`config.mk`:
```
export PLATFORM = sky130hd
export DESIGN_NAME = sram_obi_adapter_flat
export DESIGN_NICKNAME = d
export VERILOG_FILES = /design/src/rtl/sram_adapter_pkg.sv /design/src/rtl/sram_obi_adapter_if.sv /design/src/rtl/sram_rsp_fifo.sv /design/src/rtl/sram_obi_adapter.sv /design/src/flat_wrapper.sv
export SDC_FILE = /design/constraint.sdc
export NUM_CORES = 1
export LEC_CHECK = 0
export BUFFER_PORTS_ARGS = -buffer_cell sky130_fd_sc_hd__buf_2
export CAP_MARGIN = 20
export CORE_MARGIN = 4
export CORE_UTILIZATION = 50
export DETAILED_ROUTE_END_ITERATION = 12
export PLACE_DENSITY = 0.94
export SYNTH_ARGS = -nofsm -noshare
export SYNTH_HDL_FRONTEND = slang
export SYNTH_SLANG_ARGS = --single-unit
```
`constraint.sdc`:
```
create_clock -name clk -period 6.4 [get_ports clk]
set_input_delay 0.96 -clock clk [delete_from_list [all_inputs] [get_ports clk]]
set_output_delay 0.96 -clock clk [all_outputs]
set_load 0.005 [all_outputs]
```
`src/rtl/sram_adapter_pkg.sv`:
```
// Shared types and constants for the OBI-to-SRAM adapter and its response FIFO.
package sram_adapter_pkg;

    localparam int WORD_BYTES = 4;

    typedef struct packed {
        logic [31:0] rdata;
        logic        err;
    } sram_rsp_t;

endpackage

```
`src/rtl/sram_obi_adapter_if.sv`:
```
// Core-side OBI-style request/response bus; the core is master, the adapter is slave.
interface sram_obi_adapter_if;

    logic        req_i;
    logic        gnt_o;
    logic [31:0] addr_i;
    logic        we_i;
    logic [3:0]  be_i;
    logic [31:0] wdata_i;
    logic        rvalid_o;
    logic        rready_i;
    logic [31:0] rdata_o;
    logic        err_o;

    modport master (
        output req_i, addr_i, we_i, be_i, wdata_i, rready_i,
        input  gnt_o, rvalid_o, rdata_o, err_o
    );

    modport slave (
        input  req_i, addr_i, we_i, be_i, wdata_i, rready_i,
        output gnt_o, rvalid_o, rdata_o, err_o
    );

endinterface

```
`src/rtl/sram_rsp_fifo.sv`:
```
// Small in-order response FIFO; head is presented combinationally from storage.
module sram_rsp_fifo
    import sram_adapter_pkg::*;
#(
    parameter int DEPTH = 2
) (
    input  logic                       clk,
    input  logic                       rst,
    input  logic                       push,
    input  logic                       pop,
    input  sram_rsp_t                  din,
    output sram_rsp_t                  head,
    output logic [$clog2(DEPTH+1)-1:0] count
);

    localparam int PW = $clog2(DEPTH);
    localparam int CW = $clog2(DEPTH + 1);

    sram_rsp_t     mem [DEPTH];
    logic [PW-1:0] rd_ptr;
    logic [PW-1:0] wr_ptr;

    function automatic logic [PW-1:0] next_ptr(input logic [PW-1:0] p);
        return (p == PW'(DEPTH - 1)) ? '0 : p + 1'b1;
    endfunction

    always_ff @(posedge clk or posedge rst) begin
        if (rst) begin
            rd_ptr <= '0;
            wr_ptr <= '0;
            count  <= '0;
        end else begin
            if (push) wr_ptr <= next_ptr(wr_ptr);
            if (pop)  rd_ptr <= next_ptr(rd_ptr);
            if (push && !pop)      count <= count + 1'b1;
            else if (pop && !push) count <= count - 1'b1;
        end
    end

    always_ff @(posedge clk) begin
        if (push) mem[wr_ptr] <= din;
    end

    assign head = mem[rd_ptr];

    // The upstream credit scheme must make both of these impossible.
    always_ff @(posedge clk) begin
        if (!rst) begin
            assert (!(push && !pop && count == CW'(DEPTH)));
            assert (!(pop && count == '0));
        end
    end

endmodule

```
`src/rtl/sram_obi_adapter.sv`:
```
// Bridges an OBI-style bus onto SRAM port 0, absorbing the one-cycle read latency
// and response backpressure with a credit-limited response FIFO.
module sram_obi_adapter
    import sram_adapter_pkg::*;
#(
    parameter int          SRAM_ADDR_WIDTH = 11,
    parameter logic [31:0] BASE_ADDR       = 32'h0010_0000,
    parameter int          RSP_DEPTH       = 2
) (
    input  logic                       clk,
    input  logic                       rst,
    sram_obi_adapter_if.slave          bus,
    output logic                       sram_csb0_o,
    output logic                       sram_web0_o,
    output logic [3:0]                 sram_wmask0_o,
    output logic [SRAM_ADDR_WIDTH-1:0] sram_addr0_o,
    output logic [31:0]                sram_din0_o,
    input  logic [31:0]                sram_dout0_i
);

    localparam int LSB = $clog2(WORD_BYTES);
    localparam int CW  = $clog2(RSP_DEPTH + 1);

    logic [31:0]   offset;
    logic          in_range;
    logic          accept;
    logic          rsp_fire;
    logic          fifo_nonempty;
    logic          push;
    logic          pop;
    logic          s1_valid;
    logic          s1_read;
    logic          s1_err;
    logic [CW-1:0] fifo_count;
    int            credit;
    sram_rsp_t     s1_rsp;
    sram_rsp_t     fifo_head;
    sram_rsp_t     rsp;
    logic          unused_addr_lsb;

    assign offset          = bus.addr_i - BASE_ADDR;
    assign in_range        = (offset[31:SRAM_ADDR_WIDTH+LSB] == '0);
    assign unused_addr_lsb = ^offset[LSB-1:0];

    assign fifo_nonempty = (fifo_count != '0);
    assign bus.rvalid_o  = fifo_nonempty || s1_valid;
    assign rsp_fire      = bus.rvalid_o && bus.rready_i;
    assign pop           = rsp_fire && fifo_nonempty;
    // s1 goes straight out when nothing is queued ahead of it and the core is ready.
    assign push          = s1_valid && (fifo_nonempty || !bus.rready_i);

    // A slot freed by this cycle's response handshake can be reused immediately.
    always_comb begin
        credit     = RSP_DEPTH - int'(fifo_count) - int'(s1_valid) + int'(rsp_fire);
        bus.gnt_o  = !rst && bus.req_i && (credit > 0);
    end

    assign accept = bus.req_i && bus.gnt_o;

    always_comb begin
        sram_csb0_o   = !(accept && in_range);
        sram_web0_o   = 1'b0;
        sram_wmask0_o = '0;
        sram_addr0_o  = '0;
        sram_din0_o   = '0;
        if (!rst) begin
            sram_web0_o   = !bus.we_i;
            sram_wmask0_o = bus.be_i;
            sram_addr0_o  = offset[SRAM_ADDR_WIDTH+LSB-1:LSB];
            sram_din0_o   = bus.wdata_i;
        end
    end

    always_ff @(posedge clk or posedge rst) begin
        if (rst) begin
            s1_valid <= 1'b0;
            s1_read  <= 1'b0;
            s1_err   <= 1'b0;
        end else begin
            s1_valid <= accept;
            if (accept) begin
                s1_read <= !bus.we_i && in_range;
                s1_err  <= !in_range;
            end
        end
    end

    assign s1_rsp.rdata = s1_read ? sram_dout0_i : 32'h0;
    assign s1_rsp.err   = s1_err;

    sram_rsp_fifo #(
        .DEPTH (RSP_DEPTH)
    ) u_rsp_fifo (
        .clk   (clk),
        .rst   (rst),
        .push  (push),
        .pop   (pop),
        .din   (s1_rsp),
        .head  (fifo_head),
        .count (fifo_count)
    );

    assign rsp         = fifo_nonempty ? fifo_head : s1_rsp;
    assign bus.rdata_o = bus.rvalid_o ? rsp.rdata : 32'h0;
    assign bus.err_o   = bus.rvalid_o && rsp.err;

endmodule

```
`src/flat_wrapper.sv`:
```
// flat-port wrapper written by rule: the top's interface ports become plain ports
module sram_obi_adapter_flat import sram_adapter_pkg::*;
#(
    parameter int          SRAM_ADDR_WIDTH = 11,
    parameter logic [31:0] BASE_ADDR       = 32'h0010_0000,
    parameter int          RSP_DEPTH       = 2
)
  (clk, rst, sram_csb0_o, sram_web0_o, sram_wmask0_o, sram_addr0_o, sram_din0_o, sram_dout0_i, bus_req_i, bus_addr_i, bus_we_i, bus_be_i, bus_wdata_i, bus_rready_i, bus_gnt_o, bus_rvalid_o, bus_rdata_o, bus_err_o);
  sram_obi_adapter_if bus_i ();
  input  logic clk;
  input  logic rst;
  output logic sram_csb0_o;
  output logic sram_web0_o;
  output logic [3:0] sram_wmask0_o;
  output logic [SRAM_ADDR_WIDTH-1:0] sram_addr0_o;
  output logic [31:0] sram_din0_o;
  input  logic [31:0] sram_dout0_i;
  input wire logic [$bits(bus_i.req_i)-1:0] bus_req_i;
  input wire logic [$bits(bus_i.addr_i)-1:0] bus_addr_i;
  input wire logic [$bits(bus_i.we_i)-1:0] bus_we_i;
  input wire logic [$bits(bus_i.be_i)-1:0] bus_be_i;
  input wire logic [$bits(bus_i.wdata_i)-1:0] bus_wdata_i;
  input wire logic [$bits(bus_i.rready_i)-1:0] bus_rready_i;
  output wire logic [$bits(bus_i.gnt_o)-1:0] bus_gnt_o;
  output wire logic [$bits(bus_i.rvalid_o)-1:0] bus_rvalid_o;
  output wire logic [$bits(bus_i.rdata_o)-1:0] bus_rdata_o;
  output wire logic [$bits(bus_i.err_o)-1:0] bus_err_o;
  assign bus_i.req_i = bus_req_i;
  assign bus_i.addr_i = bus_addr_i;
  assign bus_i.we_i = bus_we_i;
  assign bus_i.be_i = bus_be_i;
  assign bus_i.wdata_i = bus_wdata_i;
  assign bus_i.rready_i = bus_rready_i;
  assign bus_gnt_o = bus_i.gnt_o;
  assign bus_rvalid_o = bus_i.rvalid_o;
  assign bus_rdata_o = bus_i.rdata_o;
  assign bus_err_o = bus_i.err_o;
  sram_obi_adapter #(.SRAM_ADDR_WIDTH(SRAM_ADDR_WIDTH), .BASE_ADDR(BASE_ADDR), .RSP_DEPTH(RSP_DEPTH)) u_core (.clk(clk), .rst(rst), .bus(bus_i), .sram_csb0_o(sram_csb0_o), .sram_web0_o(sram_web0_o), .sram_wmask0_o(sram_wmask0_o), .sram_addr0_o(sram_addr0_o), .sram_din0_o(sram_din0_o), .sram_dout0_i(sram_dout0_i));
endmodule
```
==> flow_summary.toml <==
[run_status]
status = "complete, no violations"

[timing]
period_share_pct = 63.3
timing.setup.tns_ns = 0
fin_skew_ns = 0.00636
final-setup-viol-count = 0
slew_violations = 0
worst_pin_slew_ns = 1.04
max_freq_mhz = 247
final_hold_viol_count = 0
post-route-min-period_ns = 4.05
grt_setup_unrepaired = "no"
slew_headroom_pct = 30.6

[global_routing]
grt_max_degree = 52
antenna_found_initial = 0
gr-total-overflow = 0
use_met2_pct = 42.0
busiest_layer = "met2"
gr-usage-all-layers_pct = 21.9
use_met1_pct = 23.3
grt_pass1_vias = 3138
grt.met3_usage_pct = 5.10
grt_pass1_wl_um = 14700

[cts]
cts_sinks = 73
postCtsSetupRepairBufs = 0
cts_tree = "done"
cts_root_buffer = "clkbuf_8"
ctsResizeCount = 0
hold_buffers = 0
numCtsBuffers = 9
cts.path.max_buffers = 2
clk_latency_ns = 0.33
clkSlewWorstSetupHoldPaths_ns = 0.07
htree_levels = 3

[worst_setup_path]
worstPathArrival_ns = 3.09
r2r_end = "u_core.s1_read"
setup.worst_path.start = "bus_rready_i"
cp-start-kind = "primary input"
path_delay_family = "adder cells"
ff2ff_path_depth = 12
path_depth = 10
slowest_stage = "fa_1"
crit_chain = "buf_2, nand2b_1, o21ai_1, ha_1, fa_1, ha_1, nor4_2, nor4b_4, nand4_1, buf_2"
max_stage_delay_ns = 0.42
endpoint = "sram_csb0_o"
critPathCaptureType = "primary output"
reg2reg_slack_ns = 3.52
rr_startpoint = "u_core.u_rsp_fifo.count[0]"
worstSetupPathType = "in -> out"
crit_required_ns = 5.44
crit_fanout = 6
cp_num_buf_inv = 2

[logic_synthesis]
ys_ff_latch = 73
synth_xor_area_share_pct = 0.933
synth.avg_cell_area_sq_um = 11.4
synth_cells = 329
synth.net_count = 441
synth_seq_area_share_pct = 57.4
netlist_area_sq_mm = 0.00376
muxShareOfSynthArea_pct = 9.06
synthSimpleGateAreaFrac_pct = 16.5
ys_warn_count = 0
synth_top_family_by_area = "simple AND/OR/NAND/NOR gates"
synth_compound_area_share_pct = 7.30
synthAdderAreaFrac_pct = 2.73
synth_cell_type_count = 35

[floorplan]
core_area_sq_mm = 0.00729
io_pins = 189
dieArea_sq_mm = 0.00896
die_x_um = 94.7
dieHeight_um = 94.7
start_util_pct = 51.5
rows = 31

[power]
ir_drop_mv = 0.173
p_leak_nw = 2.48
p_total_mw = 1.58
powerDensity_mw_per_mm2 = 319

[min_path]
hold_class = "reg -> reg"

[drt]
drt_pass1_iterations = 4
drt_iter0_drc = 164
vias_per_cell = 5.13
wirelength_um = 9940
drtAntennaViolNets = 0
vias = 3152
routedWlPerCell_um = 16.2
drc = 0

[final_layout]
fin_nets = 622
drive_gt1_share_pct = 41.6
fillCellCount = 564
final_common_cell = "buf_2"
area_growth_pct = 32.3
layout_common_cells = "buf_2 (186), edfxtp_1 (66), nor2b_1 (48)"
stdcell_area_sq_mm = 0.00497
fin_cells = 614
diodes = 0

[placement]
port_buffers = 186
place.gp.congestion = 0.815
dpl.cell_count = 596
dpl-instance-area_sq_mm = 0.00475
hpwl_um = 7420

[job]
cap_violations = 0
[per-layer routing]
layer	part of all wire (%)	vias to the layer above
met3	7.6	20
li1	-	1507
met4	2.2	0
met1	35	1470
met2	55	155
met5	0	-
[how the worst min path moves through the flow]
stage	from	endpoint	cells past startpoint
floorplan	u_core.u_rsp_fifo.wr_ptr	u_core.u_rsp_fifo.wr_ptr	1
global placement	u_core.s1_err	u_core.u_rsp_fifo.mem[1][0]	0
detailed placement	u_core.s1_err	u_core.u_rsp_fifo.mem[1][0]	0
CTS	u_core.s1_err	u_core.u_rsp_fifo.mem[1][0]	0
global route	u_core.s1_err	u_core.u_rsp_fifo.mem[0][0]	0
finish	u_core.s1_err	u_core.u_rsp_fifo.mem[0][0]	0
[final cells by class]
type / count / area (sq um) / share of cell area (%)
flip-flops and latches: 73 / 2160 / 43.4
multi-input cells: 197 / 1380 / 27.8
clock inverters: 7 / 61.3 / 1.23
repair buffers: 190 / 976 / 19.6
inverters: 39 / 146 / 2.95
well taps: 99 / 124 / 2.49
clock buffers: 9 / 124 / 2.49
[flip-flops by register name, indices dropped and copies added (netlist names)]
register	count
u_core.u_rsp_fifo.rd_ptr	1
u_core.u_rsp_fifo.wr_ptr	1
u_core.u_rsp_fifo.count	2
u_core.s1_read	1
u_core.s1_err	1
u_core.s1_valid	1
u_core.u_rsp_fifo.mem	66
[power breakdown]
part	switching (mW)	leakage, nW	total [mW]	internal [mW]
logic	0.300	1.66	0.575	0.276
clock network	0.160	0.0877	0.335	0.175
registers	0.0796	0.734	0.673	0.594
[cell usage after synthesis (all sizes together)]
master	count	area share (%)
a21oi	1	0.13
inv	39	3.9
clkbuf	13	1.3
nand2b	2	0.33
or4	1	0.20
edfxtp	66	53
a41o	1	0.27
nor3	3	0.53
nand2	37	3.7
a31oi	1	0.17
ha	5	1.7
buf	7	0.87
nand4b	1	0.23
a41oi	1	0.23
nor2	6	0.60
dfrtp	7	4.7
mux2i	34	9.1
nor2b	48	8.0
o21ai	7	0.93
nor4	4	1.4
a32oi	1	0.23
xnor2	4	0.93
nand3	1	0.13
nand4	2	0.33
nor4b	2	0.87
o22ai	32	5.3
and3	1	0.17
fa	2	1.1
[cells by family after synthesis]
kind of cell    count (synthesis)
compound gates                 44
xor+xnor                        4
fa+ha+maj                       7
buf+inv                        59
flops                          73
mux                            34
simple gates                  108
[per-stage QoR]
stage	util (%)	hold WS, ns	worst slack (ns)
3_3_place_gp	65.2	0.485	2.42
5_1_grt	68.1	0.527	2.09
3_5_place_dp	65.2	0.493	2.34
6_report	68.1	0.504	2.35
4_1_cts	67.7	0.509	2.33
2_1_floorplan	-	0.460	2.70
[worst register-to-register path: cells and delay by family (launching register included)]
kind | cells | cell delay [ns]
adders and majority gates | 4 | 1.22
DFF | 1 | 0.39
and+or+nand+nor | 4 | 0.60
AOI/OAI and AO/OA | 2 | 0.35
buffers and inverters | 2 | 0.22
Note: power is estimated with default switching activity, not from simulation.
